[src/rtl/multdiv_sequencer.sv]
// Issue/commit sequencer for the shared multi-cycle multdiv unit: freezes the front
// end, pulses start, waits for ready (with a watchdog) and commits around the MW write.
module multdiv_sequencer #(
  parameter logic [4:0] MULT_ALUOP  = 5'b00110,
  parameter logic [4:0] DIV_ALUOP   = 5'b00111,
  parameter int         TIMEOUT     = 40,
  parameter logic [4:0] RSTATUS_REG = 5'd30
) (
  input  logic        clock,
  input  logic        reset,
  input  logic [31:0] ir_dx,
  input  logic        flush,
  input  logic        mw_wants_write,
  input  logic        md_ready,
  input  logic        md_exception,
  input  logic [31:0] md_result,
  output logic        ctrl_mult,
  output logic        ctrl_div,
  output logic        stall,
  output logic        squash_dx,
  output logic        commit_en,
  output logic [4:0]  commit_reg,
  output logic [31:0] commit_data
);

  localparam int WD_W = $clog2(TIMEOUT + 1);
  localparam logic [WD_W-1:0] WD_LAST = WD_W'(TIMEOUT - 1);

  typedef enum logic [2:0] {
    S_IDLE  = 3'd0,
    S_START = 3'd1,
    S_BUSY  = 3'd2,
    S_HOLD  = 3'd3,
    S_DONE  = 3'd4
  } state_e;

  function automatic logic is_md(input logic [31:0] ir);
    return (ir[31:27] == 5'd0) && ((ir[6:2] == MULT_ALUOP) || (ir[6:2] == DIV_ALUOP));
  endfunction

  state_e            state_q, state_d;
  logic              op_div_q, op_div_d;
  logic [4:0]        rd_q, rd_d;
  logic              kill_q, kill_d;
  logic [WD_W-1:0]   wd_q, wd_d;
  logic [31:0]       result_q, result_d;
  logic              exc_q, exc_d;

  logic              md_in_dx_s;
  logic              detect_s;
  logic              needs_write_s;
  logic              ctrl_mult_s, ctrl_div_s, stall_s, squash_dx_s, commit_en_s;
  logic [4:0]        commit_reg_s;
  logic [31:0]       commit_data_s;
  logic              unused_ir_s;

  assign unused_ir_s = ^{ir_dx[21:7], ir_dx[1:0]};

  // Next-state, watchdog, result latching and unmasked outputs.
  always_comb begin
    state_d       = state_q;
    op_div_d      = op_div_q;
    rd_d          = rd_q;
    kill_d        = kill_q;
    wd_d          = wd_q;
    result_d      = result_q;
    exc_d         = exc_q;
    ctrl_mult_s   = 1'b0;
    ctrl_div_s    = 1'b0;
    squash_dx_s   = 1'b0;
    commit_en_s   = 1'b0;
    commit_reg_s  = 5'd0;
    commit_data_s = 32'd0;
    stall_s       = 1'b0;
    detect_s      = 1'b0;
    md_in_dx_s    = is_md(ir_dx);
    needs_write_s = exc_q || (rd_q != 5'd0);

    case (state_q)
      S_IDLE: begin
        detect_s = md_in_dx_s && !flush;
        if (detect_s) begin
          state_d  = S_START;
          op_div_d = (ir_dx[6:2] == DIV_ALUOP);
          rd_d     = ir_dx[26:22];
          exc_d    = 1'b0;
          result_d = 32'd0;
        end else begin
          state_d = S_IDLE;
        end
      end
      S_START: begin
        ctrl_mult_s = !op_div_q;
        ctrl_div_s  = op_div_q;
        wd_d        = {WD_W{1'b0}};
        kill_d      = kill_q || flush;
        state_d     = S_BUSY;
      end
      S_BUSY: begin
        wd_d = wd_q + WD_W'(1);
        if (md_ready || (wd_q == WD_LAST)) begin
          if (md_ready) begin
            result_d = md_result;
            exc_d    = md_exception;
          end else begin
            exc_d = 1'b1;
          end
          // A killed op drains the unit but never reaches HOLD or DONE.
          if (kill_q || flush) begin
            state_d = S_IDLE;
          end else begin
            state_d = S_HOLD;
          end
          kill_d = 1'b0;
        end else begin
          kill_d  = kill_q || flush;
          state_d = S_BUSY;
        end
      end
      S_HOLD: begin
        if (flush) begin
          state_d = S_IDLE;
        end else if (!needs_write_s) begin
          state_d = S_DONE;
        end else begin
          commit_en_s = !mw_wants_write;
          if (commit_en_s) begin
            state_d = S_DONE;
          end else begin
            state_d = S_HOLD;
          end
        end
      end
      S_DONE: begin
        squash_dx_s = 1'b1;
        state_d     = S_IDLE;
      end
      default: begin
        state_d = S_IDLE;
        kill_d  = 1'b0;
      end
    endcase

    if (kill_q) begin
      stall_s = md_in_dx_s;
    end else begin
      stall_s = detect_s || (state_q == S_START) || (state_q == S_BUSY) || (state_q == S_HOLD);
    end

    if (commit_en_s) begin
      if (exc_q) begin
        commit_reg_s  = RSTATUS_REG;
        commit_data_s = op_div_q ? 32'd5 : 32'd4;
      end else begin
        commit_reg_s  = rd_q;
        commit_data_s = result_q;
      end
    end else begin
      commit_reg_s  = 5'd0;
      commit_data_s = 32'd0;
    end
  end

  // Outputs are forced low for as long as reset is held, independent of the clock.
  assign ctrl_mult   = reset ? ctrl_mult_s   : 1'b0;
  assign ctrl_div    = reset ? ctrl_div_s    : 1'b0;
  assign stall       = reset ? stall_s       : 1'b0;
  assign squash_dx   = reset ? squash_dx_s   : 1'b0;
  assign commit_en   = reset ? commit_en_s   : 1'b0;
  assign commit_reg  = reset ? commit_reg_s  : 5'd0;
  assign commit_data = reset ? commit_data_s : 32'd0;

  // State register with asynchronous active-low reset.
  always_ff @(posedge clock or negedge reset) begin
    if (!reset) begin
      state_q  <= S_IDLE;
      op_div_q <= 1'b0;
      rd_q     <= 5'd0;
      kill_q   <= 1'b0;
      wd_q     <= {WD_W{1'b0}};
      result_q <= 32'd0;
      exc_q    <= 1'b0;
    end else begin
      state_q  <= state_d;
      op_div_q <= op_div_d;
      rd_q     <= rd_d;
      kill_q   <= kill_d;
      wd_q     <= wd_d;
      result_q <= result_d;
      exc_q    <= exc_d;
    end
  end

endmodule

[config.mk]
export PLATFORM = sky130hd
export DESIGN_NAME = multdiv_sequencer
export DESIGN_NICKNAME = d
export VERILOG_FILES = /design/src/rtl/multdiv_sequencer.sv
export SDC_FILE = /design/constraint.sdc
export NUM_CORES = 1
export LEC_CHECK = 0
export CAP_MARGIN = 20
export CORE_MARGIN = 4
export CORE_UTILIZATION = 45
export DETAILED_ROUTE_END_ITERATION = 10
export PLACE_DENSITY_LB_ADDON = 0.05
export SYNTH_ARGS = -nofsm -noshare
export SYNTH_HDL_FRONTEND = slang
export SYNTH_SLANG_ARGS = --single-unit
[constraint.sdc]
create_clock -name clock -period 3.7 [get_ports clock]
set_input_delay 1.11 -clock clock [delete_from_list [all_inputs] [get_ports clock]]
set_output_delay 1.11 -clock clock [all_outputs]
set_load 0.01 [all_outputs]
; After elaboration in Yosys (flattened, before gate mapping)
; Cells that the tools add are included.
[totals]
regBits = 49
input_bits = 70
output_inout_bits = 42
wordCells = 77
[classes]
addsub = 1
eq_ne = 10
mux = 38
reduce_logical = 21
[op_table]
columns = operator, count
row1 = $mux 32, 6
row2 = $pmux 32 s2, 1
row3 = $mux 1, 19
row4 = $mux 5, 3
row5 = $mux 3, 4
row6 = $pmux 3 s4, 1
row7 = $pmux 6 s2, 1
row8 = $eq 5x3->1 const B, 2
row9 = $logic_or 1x1->1, 7
row10 = $add 6x1->6 const B, 1
row11 = $eq 3x2->1 const B, 2
row12 = $eq 6x6->1 const B, 1
row13 = $ne 2x2->1 const B, 3
row14 = $logic_not 5->1, 1
row15 = $reduce_bool 5->1, 1
row16 = $reduce_and 4->1, 1
row17 = $reduce_bool 2->1, 2
row18 = $eq 3x1->1 const B, 1
row19 = $eq 3x3->1 const B, 1
row20 = $logic_not 1->1, 3
row21 = $logic_not 3->1, 1
row22 = $pmux 1 s3, 1
row23 = $reduce_and 3->1, 1
row24 = $reduce_or 3->1, 1
row25 = 4 further kinds, 5

; Longest topological paths before layout
; Gate-level depths: netlist of the first run.
[depth]
ltp_word = 10
ltp_mapped = 7
mapped_depth_nobuf = 4

; Worst setup path after synthesis of the first run
; Ideal clock, no wire load.
[synth_path]
kind = input to output
startpoint = in flush
endpoint = out commit_data[1]
t_arrival_ns = 2.085
required_time_ns = 2.590
setup_slack_ns = 0.505
stages = 5
n_path_buf = 1
cell_sequence = and4bb_1 -> o211a_4 -> nor2b_4 -> buf_6 -> and2_1
[synth_between]
elab_chain_len = 4
[synth_rtl]
columns = item, line_no
row1 = start: declaration, 12  ; input logic flush,
row2 = $mux 1, 121  ; if (flush) begin
row3 = $mux 1, 79  ; case (state_q)
row4 = $mux 32, 150  ; if (commit_en_s) begin
row5 = $mux 32, 171  ; assign commit_data = reset ? commit_data_s : 32'd0;
row6 = end: declaration, 23  ; output logic [31:0] commit_data
; Every way passes these cells.

; Worst setup path after layout of the first run
[layout_path]
startpoint = in flush
endpoint = out commit_en
[layout_between]
elab_chain_len = 3
[layout_rtl]
columns = item, line_no
row1 = $mux 1, 121
row2 = $mux 1, 79
row3 = $mux 1, 169  ; assign commit_en = reset ? commit_en_s : 1'b0;
row4 = end: declaration, 21  ; output logic commit_en,
; Every way passes these cells.

==> results of run 1 <==
[path summary, 6_finish.rpt]
| kind | startpoint | end | cells after the start |
|---|---|---|---|
| hold / removal | rd_q[2]$_DFFE_PN0P_ | rd_q[2]$_DFFE_PN0P_ | 2 |
| setup / recovery | flush | commit_en | 5 |
| setup reg to reg | state_q[2]$_DFF_PN0_ | result_q[10]$_DFFE_PN0P_ | 6 |
| max in group asynchronous | reset | state_q[0]$_DFF_PN0_ | 3 |
| hold reg to reg | rd_q[2]$_DFFE_PN0P_ | rd_q[2]$_DFFE_PN0P_ | 2 |
| min in group asynchronous | reset | rd_q[4]$_DFFE_PN0P_ | 2 |
[per-stage QoR]
stage | area (um^2) | TNS, ps | cells | worst slack [ps]
global route | 3510 | 0 | 458 | 25.9
finish | 3510 | 0 | 458 | 85.1
global placement | 3510 | -16000 | 445 | -488
detailed placement | 3510 | -15870 | 445 | -491
floorplan | 2470 | 0 | 284 | 505
CTS | 3590 | 0 | 457 | 0.0608
[cells by family (layout without fill, tap and decap cells)]
group | after synthesis | in the layout | synth area share (%)
and+or+nand+nor | 157 | 157 | 31.2
AOI/OAI and AO/OA | 56 | 56 | 13.3
DFF | 49 | 49 | 49.6
buffers and inverters | 19 | 123 | 4.65
muxes | 2 | 2 | 0.860
adders and majority gates | 1 | 1 | 0.506
[registers in the layout, summed over array words and instances, names as in the netlist]
register / count
exc_q: 1
op_div_q: 1
kill_q: 1
result_q: 32
state_q: 3
rd_q: 5
wd_q: 6
[power by group]
part	switching, mW	internal [mW]
Sequential	0.0784	0.660
Clock	0.174	0.131
Combinational	0.100	0.127
Total	0.352	0.918
[per-layer routing]
| layer | up-vias | wire (um) | track usage, % |
|---|---|---|---|
| met2 | 83 | 3140 | 33.7 |
| met5 | - | 0 | 0 |
| met3 | 5 | 574 | 6.18 |
| li1 | 1153 | - | - |
| met4 | 0 | 38 | 4.98 |
| met1 | 1100 | 2760 | 26.7 |
[area by class of cell]
class                   instances  share of cell area [%]
flip-flops and latches         49                    35.0
well taps                      70                    2.50
clock inverters                 2                   0.286
repair buffers                113                    27.3
multi-input cells             216                    32.6
clock buffers                   6                    2.07
inverters                       2                   0.214
[what timing repair did]
item | CTS | global route
pin swaps | 1 | 1
endpoints found under the setup margin | 39 | 19
gates cloned | 1 | 0
buffers inserted | 3 | 1
gates resized for setup | 107 | 24
[cell usage after synthesis (2+ instances only)]
library cell / number
nor3_1: 2
and3_1: 4
and2_4: 3
a21oi_1: 8
o21ai_1: 34
clkbuf_1: 6
buf_4: 2
nand4_1: 3
o21ai_0: 2
o21a_1: 4
and2_1: 30
nor2b_1: 2
dfrtp_1: 49
nor2_1: 10
inv_1: 2
buf_2: 5
nand3_1: 7
buf_6: 4
nand2_1: 86
[layout by cell type, fill, tap and decap left out, types with 3 or more instances in the layout]
| master | n |
|---|---|
| a21oi_1 | 8 |
| and2_1 | 29 |
| and2_4 | 4 |
| and3_1 | 4 |
| buf_2 | 18 |
| buf_4 | 15 |
| buf_6 | 3 |
| clkbuf_2 | 14 |
| clkbuf_8 | 5 |
| clkdlybuf4s50_1 | 53 |
| dfrtp_1 | 49 |
| dlygate4sd2_1 | 7 |
| nand2_1 | 86 |
| nand3_1 | 7 |
| nand4_1 | 3 |
| nor2_1 | 10 |
| o21a_1 | 4 |
| o21ai_1 | 34 |
[worst max-delay path, cell delays in order]
cell,delay [ps]
dlygate4sd2_1,240
and4bb_2,330
o211a_4,160
buf_4,130
clkdlybuf4s50_1,530
==> summary.md, run 1 <==
| Metric | Value |
|---|---|
| WS Path Type | `input port to primary output` |
| Area contributors post-synth | `dfrtp_1 50%, nand2_1 13%, and2_1 7.6%` |
| Leak | `1.74 nW` |
| First-pass GRT wire length | `10500 um` |
| Required time of the critical path | `2590 ps` |
| Initial antenna violation count | `0` |
| Drt pass-1 iters | `4` |
| Max Freq | `roughly 280 MHz` |
| Synth Net Count | `355` |
| Minimum hold slack | `approximately 470 ps` |
| # clock sinks | `between 40 and 50` |
| Synth Warn # | `0` |
| Iter 0 DRT Violations | `97` |
| # hold bufs at CTS | `0` |
| CP startpoint kind | `input port` |
| Peak supply drop | `222 uV` |
| Area of the die | `around 6700 um^2` |
| DRC | `0` |
| RSZ-0062 raised after global routing | `no` |
| Final Hold Viols | `0` |
| Tcrit/Tclk final | `between 90 and 100%` |
| Post-synthesis cell count | `roughly 280` |
| Pwr dens | `362 nW/um^2` |
| Worst Tran Pin Value | `approximately 550 ps` |
| Total Routed Length | `6510 um` |
| Register area | `1230 um^2` |
| CP max FO | `6` |
| Hold WC Path Type | `flip-flop to flip-flop` |
| GPL Wtd Cong | `between 0.7 and 0.8` |
| Clock skew | `~4.1 ps` |
| # H-tree levels | `2` |
| Chip width | `between 80 and 90 um` |
| Fill count | `about 460` |
| Final Core Density | `67.4%` |
| Layout Area Growth over Synthesis | `41.7%` |
| Final ANT Viol Nets | `0` |
| IO Port Bufs | `94` |
| Mean Syn Cell Area | `8.71 um^2` |
| Arrival @ worst endpoint | `approximately 2500 ps` |
| Num CTS Buffers | `5` |
| Synth top area share | `between 40% and 50%` |
| Clock Path Buffers | `2` |
| N_diodes | `0` |
| Core box area | `about 5200 um^2` |
| Flop-to-flop setup slack | `~1800 ps` |
| Nets | `between 400 and 500` |
| Area leader, netlist | `dfrtp_1` |
| Slew Limit Headroom | `a little under two thirds` |
| CTS clk-pin slew, worst paths | `90 ps` |
| Final-report setup violation count | `0` |
| Tmin final | `around 3600 ps` |
| DR WL/cell | `between 10 and 15 um` |
| Total GRT Usage | `about a fifth` |
| Async SR Flop Fraction | `100%` |
| Largest net degree at the start of global routing | `44` |
| Post-synthesis sequential area ratio | `49.6%` |
| Synth Flop Type | `dfrtp_1` |
| Final Max Slew Viols | `0` |
| MaxCap Viol Count | `0` |
| Outcome | `finished, final reports clean` |
| Critical Path Sink Type | `primary output` |
| Flops & latches, synth | `49` |
| Area of the multi-input gates | `around 1100 um^2` |
| Tot Pwr | `approximately 1.3 mW` |
| Root buf cell | `clkbuf_8` |
| Starting Density | `between 40% and 50%` |
| Yosys cell types | `40` |
| Chip height | `82.1 um` |
| Share of cells above drive strength 1 | `between 15 and 20%` |
| CTS tree | `done` |
| Vias/cell | `about 5` |
| Syn Std Cell Area | `between 2000 and 2500 um^2` |
| Overflow after GRT | `0` |
| EDFF count, synth | `0` |
| Number of global-route vias before repair | `2250` |
| Row Count | `26` |
| Number of vias in the routed layout | `~2300` |
| DP Wirelength | `between 4000 and 5000 um` |
| Clk_lat worst skew | `300 ps` |
| Boundary pin count | `approximately 110` |
(Power assumes the default switching activity.)
==> run 2, diff against run 1 <==
Settings changed: TNS_END_PERCENT from default to 20.
==> summary.md, run 2 (synthesis gave the netlist of run 1 again) <==
| Metric | Value |
|---|---|
| GPL Wtd Cong | `0.757 (unchanged)` |
| Boundary pin count | `112 (unchanged)` |
| Pwr dens | `362 nW/um^2 (-0.18%)` |
| Root buf cell | `clkbuf_8` |
| R2R Path Start | `state_q[2]$_DFF_PN0_` |
| Slew Limit Headroom | `63.6% (+0.14 points)` |
| Area of the multi-input gates | `1140 um^2 (unchanged)` |
| Core box area | `5200 um^2 (unchanged)` |
| Post-route setup slack | `11.5 ps (-73.5 ps)` |
| Non-Filler Cell Area, Final | `3510 um^2 (+0.25%)` |
| CP startpoint kind | `input port` |
| Register area | `1230 um^2 (unchanged)` |
| Final Core Density | `67.5% (+0.17 points)` |
| Overflow after GRT | `0 (unchanged)` |
| Final setup TNS | `0 ps (unchanged)` |
| Pre-CTS worst setup slack | `-491 ps (unchanged)` |
| Biggest regs | `result_q x32, wd_q x6, rd_q x5` |
| Clk_lat worst skew | `300 ps (about the same)` |
| Most frequent cells in the layout | `86 x nand2_1, 53 x clkdlybuf4s50_1, 49 x dfrtp_1` |
| Total Routed Length | `6510 um (-0.12%)` |
| N_diodes | `0 (unchanged)` |
| Worst Tran Pin Value | `547 ps (-2.12 ps)` |
| First-pass GRT wire length | `10500 um (-0.20%)` |
| Nets | `458 (unchanged)` |
| # clock sinks | `49 (unchanged)` |
| Number of vias in the routed layout | `2337 (-0.17%)` |
| Peak supply drop | `220 uV (-0.94%)` |
| Hold path start | `rd_q[2]$_DFFE_PN0P_` |
| Reg with most FFs | `result_q` |
| Final Hold Viols | `0 (unchanged)` |
| Tot Pwr | `1.27 mW (about the same)` |
| Minimum hold slack | `470 ps (-0.961 ps)` |
| Worst setup path startpoint | `flush` |
| Arrival @ worst endpoint | `2580 ps (+80 ps)` |
| IO Port Bufs | `94 (unchanged)` |
| Detail Route met2 WL | `3090 um (-1.4%)` |
| Routed wl met3 | `529 um (-7.8%)` |
| CP max FO | `8 (+2)` |
| Placed insts | `445 (unchanged)` |
| Area of the die | `6750 um^2 (unchanged)` |
| Share of cells above drive strength 1 | `18.3% (unchanged)` |
| CTS clk-pin slew, worst paths | `90 ps (about the same)` |
| DR WL/cell | `14.2 um (-0.12%)` |
| # hold bufs at CTS | `0 (unchanged)` |
| Drt pass-1 iters | `4 (unchanged)` |
| Clock skew | `2.77 ps (-1.36 ps)` |
| Chip height | `82.1 um (unchanged)` |
| Hold WC Path Type | `flip-flop to flip-flop` |
| Required time of the critical path | `2590 ps (about the same)` |
| DP Wirelength | `4560 um (unchanged)` |
| Critical Path Sink Type | `primary output` |
| Tcrit/Tclk final | `99.7% (+2.0 points)` |
| Max Freq | `271 MHz (-2.0%)` |
| Final Max Slew Viols | `0 (unchanged)` |
| WL met1 | `2820 um (+1.9%)` |
| Vias/cell | `5.10 (-0.17%)` |
| MaxCap Viol Count | `0 (unchanged)` |
| Initial antenna violation count | `0 (unchanged)` |
| Final std cells w/o fill | `458 (unchanged)` |
| Outcome | `finished, final reports clean` |
| RSZ-0062 raised after global routing | `yes` |
| Num CTS Buffers | `5 (unchanged)` |
| Chip width | `82.1 um (unchanged)` |
| WS Path Type | `input port to primary output` |
| # H-tree levels | `2 (unchanged)` |
| Tmin final | `3690 ps (+73.5 ps)` |
| Leak | `1.73 nW (-0.15%)` |
| DR top layer | `met4` |
| Clock Path Buffers | `2 (unchanged)` |
| Iter 0 DRT Violations | `115 (+19%)` |
| Number of global-route vias before repair | `2248 (-0.089%)` |
| Commonest non-fill, non-tap cell in the layout | `nand2_1` |
| Largest net degree at the start of global routing | `44 (unchanged)` |
| DP Area | `3510 um^2 (unchanged)` |
| Final-report setup violation count | `0 (unchanged)` |
| CTS tree | `done` |
| Row Count | `26 (unchanged)` |
| Fill count | `460 (+0.88%)` |
| Starting Density | `47.5% (unchanged)` |
| Layout Area Growth over Synthesis | `42.1%` |
| Max FFs per register | `32 (unchanged)` |
| Total GRT Usage | `20.5% (-0.046 points)` |
| Final ANT Viol Nets | `0 (unchanged)` |
| DRC | `0 (unchanged)` |
## run 2: changes by cell type in the layout (fill, tap and decap cells not counted), sizes merged
cell           delta
clkdlybuf4s15     +2
clkbuf            -2
## run 2: area by class of cell
| cell class | instances | area share [%] |
|---|---|---|
| Tap cell | 70 | 2.49 |
| Timing Repair Buffer | 113 | 27.5 |
| Clock inverter | 2 | 0.285 |
| Sequential cell | 49 | 34.9 |
| Clock buffer | 6 | 2.06 |
| Inverter | 2 | 0.214 |
| Multi-Input combinational cell | 216 | 32.5 |
## run 2: final timing paths
kind	to	slack (ps)	cells after the start
worst max-delay path	commit_data[31]	10	8
worst min-delay path	rd_q[2]$_DFFE_PN0P_	470	2
worst max register to register	result_q[10]$_DFFE_PN0P_	1830	6
worst min register to register	rd_q[2]$_DFFE_PN0P_	470	2
max in group asynchronous	state_q[0]$_DFF_PN0_	2190	3
min in group asynchronous	rd_q[4]$_DFFE_PN0P_	760	2
## run 2: where the power goes
part | switching [mW] | total [mW] | internal, mW
sequential | 0.0783 | 0.738 | 0.660
clock | 0.175 | 0.306 | 0.131
combinational | 0.100 | 0.227 | 0.127
## run 2: what timing repair did
item                       CTS  global route
hold endpoints to repair     0             0
setup buffers                3             1
pin swaps                    1             1
resized for setup          108            22
cloned                       1             0
setup endpoints to repair   39            19
## run 2: routing by layer
layer  global-route usage [%]  vias up
met3                     6.18        7
met5                        0        -
li1                         -     1152
met1                     26.6     1101
met4                     4.98        0
met2                     33.7       77
## run 2: critical path, stage by stage
cell and delay, ps:
dlygate4sd2_1 240, and4bb_2 330, o211a_4 160, nor2b_4 140
buf_6 110, buf_4 130, and2_1 130, clkdlybuf4s15_2 220
==> run 3, diff against run 2 <==
Settings changed: CORE_UTILIZATION 45 to 37, SETUP_SLACK_MARGIN from default to 0.02.
==> summary.md, run 3 (synthesis gave the netlist of run 1 again) <==
| Metric | Value |
|---|---|
| Outcome | `finished, final reports clean` |
| WS Path Type | `input port to primary output` |
| GR Layer Usage met1 | `23.2% (-3.4 points)` |
| DRC | `0 (unchanged)` |
| Hold WC Path Type | `flip-flop to flip-flop` |
| Commonest non-fill, non-tap cell in the layout | `nand2_1` |
| # H-tree levels | `2 (unchanged)` |
| Critical Path Sink Type | `primary output` |
| N_diodes | `0 (unchanged)` |
| Clk_lat worst skew | `300 ps (about the same)` |
| Iter 0 DRT Violations | `78 (-32%)` |
| Total Routed Length | `6590 um (+1.2%)` |
| CTS clk-pin slew, worst paths | `80 ps (about the same)` |
| Area of the die | `8060 um^2 (+19%)` |
| Minimum hold slack | `463 ps (-7.31 ps)` |
| CP max FO | `6 (-2)` |
| Pwr dens | `350 nW/um^2 (-3.3%)` |
| CP startpoint kind | `input port` |
| Tcrit/Tclk final | `97.7% (-2.0 points)` |
| Worst Tran Pin Value | `757 ps (+211 ps)` |
| # clock sinks | `49 (unchanged)` |
| Chip height | `89.8 um (+9.3%)` |
| Clock skew | `10.6 ps (+7.86 ps)` |
| Path depth of the worst reg2reg path | `5 (-1)` |
| CTS tree | `done` |
| Share of cells above drive strength 1 | `14.0% (-4.3 points)` |
| Most frequent cells in the layout | `86 x nand2_1, 58 x clkdlybuf4s50_1, 49 x dfrtp_1` |
| First-pass GRT wire length | `11300 um (+7.4%)` |
| Int Power | `918 uW (about the same)` |
| IO Port Bufs | `94 (unchanged)` |
| Final ANT Viol Nets | `0 (unchanged)` |
| # hold bufs at CTS | `0 (unchanged)` |
| DP Wirelength | `4470 um (-1.9%)` |
| Chip width | `89.8 um (+9.3%)` |
| Num CTS Buffers | `5 (unchanged)` |
| Boundary pin count | `112 (unchanged)` |
| MaxCap Viol Count | `0 (unchanged)` |
| R2R Path Start | `state_q[2]$_DFF_PN0_` |
| Fill count | `620 (+35%)` |
| Initial antenna violation count | `0 (unchanged)` |
| GPL Wtd Cong | `0.760 (+0.42%)` |
| DR WL/cell | `14.2 um (+0.14%)` |
| Starting Density | `38.5% (-9.0 points)` |
| Final Core Density | `56.2% (-11 points)` |
| FF-to-FF End | `result_q[10]$_DFFE_PN0P_` |
| Arrival @ worst endpoint | `2500 ps (-80 ps)` |
| Core box area | `6420 um^2 (+23%)` |
| Drt pass-1 iters | `4 (unchanged)` |
| Layout Area Growth over Synthesis | `46.0%` |
| Worst Setup EP | `commit_data[2]` |
| Clk pwr share | `23.8% (-0.3 points)` |
| Worst setup path startpoint | `flush` |
| Grt peak-use layer | `met2` |
| Row Count | `29 (+12%)` |
| Total GRT Usage | `17.1% (-3.4 points)` |
| Final Hold Viols | `0 (unchanged)` |
| Reg with most FFs | `result_q` |
| Vias/cell | `4.93 (-3.4%)` |
| Nets | `456 (-0.44%)` |
| Comb pwr share | `17.8% (about the same)` |
| Root buf cell | `clkbuf_8` |
| Final-report setup violation count | `0 (unchanged)` |
| Max FFs per register | `32 (unchanged)` |
| Final Max Slew Viols | `0 (unchanged)` |
| P_sw | `344 uW (-2.4%)` |
| Reg power frac | `58.3% (+0.2 points)` |
| Largest net degree at the start of global routing | `40 (-9.1%)` |
| Number of vias in the routed layout | `2282 (-2.4%)` |
| Met3 usage | `3.42% (-2.8 points)` |
| Slew Limit Headroom | `49.3% (-14 points)` |
| Peak supply drop | `198 uV (-10%)` |
| Leak | `1.71 nW (-1.3%)` |
| Biggest regs | `result_q x32, wd_q x6, rd_q x5` |
| Max Freq | `277 MHz (+2.1%)` |
| Clock Path Buffers | `2 (unchanged)` |
| Flop-to-flop setup slack | `1710 ps (-120 ps)` |
| Met2 GRT Util | `28.3% (-5.4 points)` |
| RSZ-0062 raised after global routing | `yes` |
| Tmin final | `3610 ps (-74.2 ps)` |
| Number of global-route vias before repair | `2215 (-1.5%)` |
| Overflow after GRT | `0 (unchanged)` |
| Sw Ratio | `27.3% (-0.50 points)` |
| Required time of the critical path | `2590 ps (about the same)` |
## run 3: power groups by stage
stage | registers [mW] | logic (mW) | clock network (mW)
global placement | 0.740 | 0.219 | 0
global route | 0.759 | 0.264 | 0.336
CTS | 0.738 | 0.229 | 0.310
detailed placement | 0.748 | 0.229 | 0
finish | 0.737 | 0.225 | 0.301
floorplan | 0.719 | 0.146 | 0
## run 3: through the flow
step | power [mW] | area, um^2 | cells | worst slack (ps) | TNS (ps)
global route | 1.36 | 3610 | 463 | 13.5 | 0
floorplan | 0.865 | 2470 | 284 | 505 | 0
CTS | 1.28 | 3620 | 464 | 25.2 | 0
global placement | 0.960 | 3510 | 451 | -519 | -17080
detailed placement | 0.977 | 3510 | 451 | -521 | -16930
finish | 1.26 | 3610 | 463 | 85.7 | 0
## run 3: area by class of cell
| type | instances | area (um^2) | share of cell area (%) |
|---|---|---|---|
| flip-flops and latches | 49 | 1230 | 34.0 |
| multi-input cells | 216 | 1150 | 31.7 |
| clock inverters | 2 | 10.0 | 0.277 |
| inverters | 2 | 7.51 | 0.208 |
| clock buffers | 6 | 72.6 | 2.01 |
| repair buffers | 111 | 1050 | 29.1 |
| well taps | 77 | 96.3 | 2.67 |
## run 3: what timing repair did
action / 4_1_cts / 5_1_grt
setup endpoints to repair: 39 / 14
cloned: 1 / 0
pin swaps: 3 / 3
gates resized for setup: 90 / 11
setup buffers: 4 / 0
## run 3: worst min-delay path by stage
| stage | from | end | slack, ps | cells after the start |
|---|---|---|---|---|
| detailed placement | rd_q[2]$_DFFE_PN0P_ | rd_q[2]$_DFFE_PN0P_ | 450 | 2 |
| finish | rd_q[2]$_DFFE_PN0P_ | rd_q[2]$_DFFE_PN0P_ | 460 | 2 |
| global route | rd_q[2]$_DFFE_PN0P_ | rd_q[2]$_DFFE_PN0P_ | 520 | 2 |
| CTS | rd_q[2]$_DFFE_PN0P_ | rd_q[2]$_DFFE_PN0P_ | 470 | 2 |
| global placement | rd_q[2]$_DFFE_PN0P_ | rd_q[2]$_DFFE_PN0P_ | 440 | 2 |
| floorplan | rd_q[2]$_DFFE_PN0P_ | rd_q[2]$_DFFE_PN0P_ | 430 | 2 |
## run 3: critical path, cell delays in order
cell and delay [ps]:
buf_2 110, and4bb_2 330, o211a_4 170, buf_4 130
o21a_1 120, clkdlybuf4s50_1 530
## run 3: metal layers
layer | vias to the layer above | wire length, um
met1 | 1084 | 2940
met4 | 0 | 45
met5 | - | 0
met3 | 5 | 298
li1 | 1145 | -
met2 | 48 | 3300
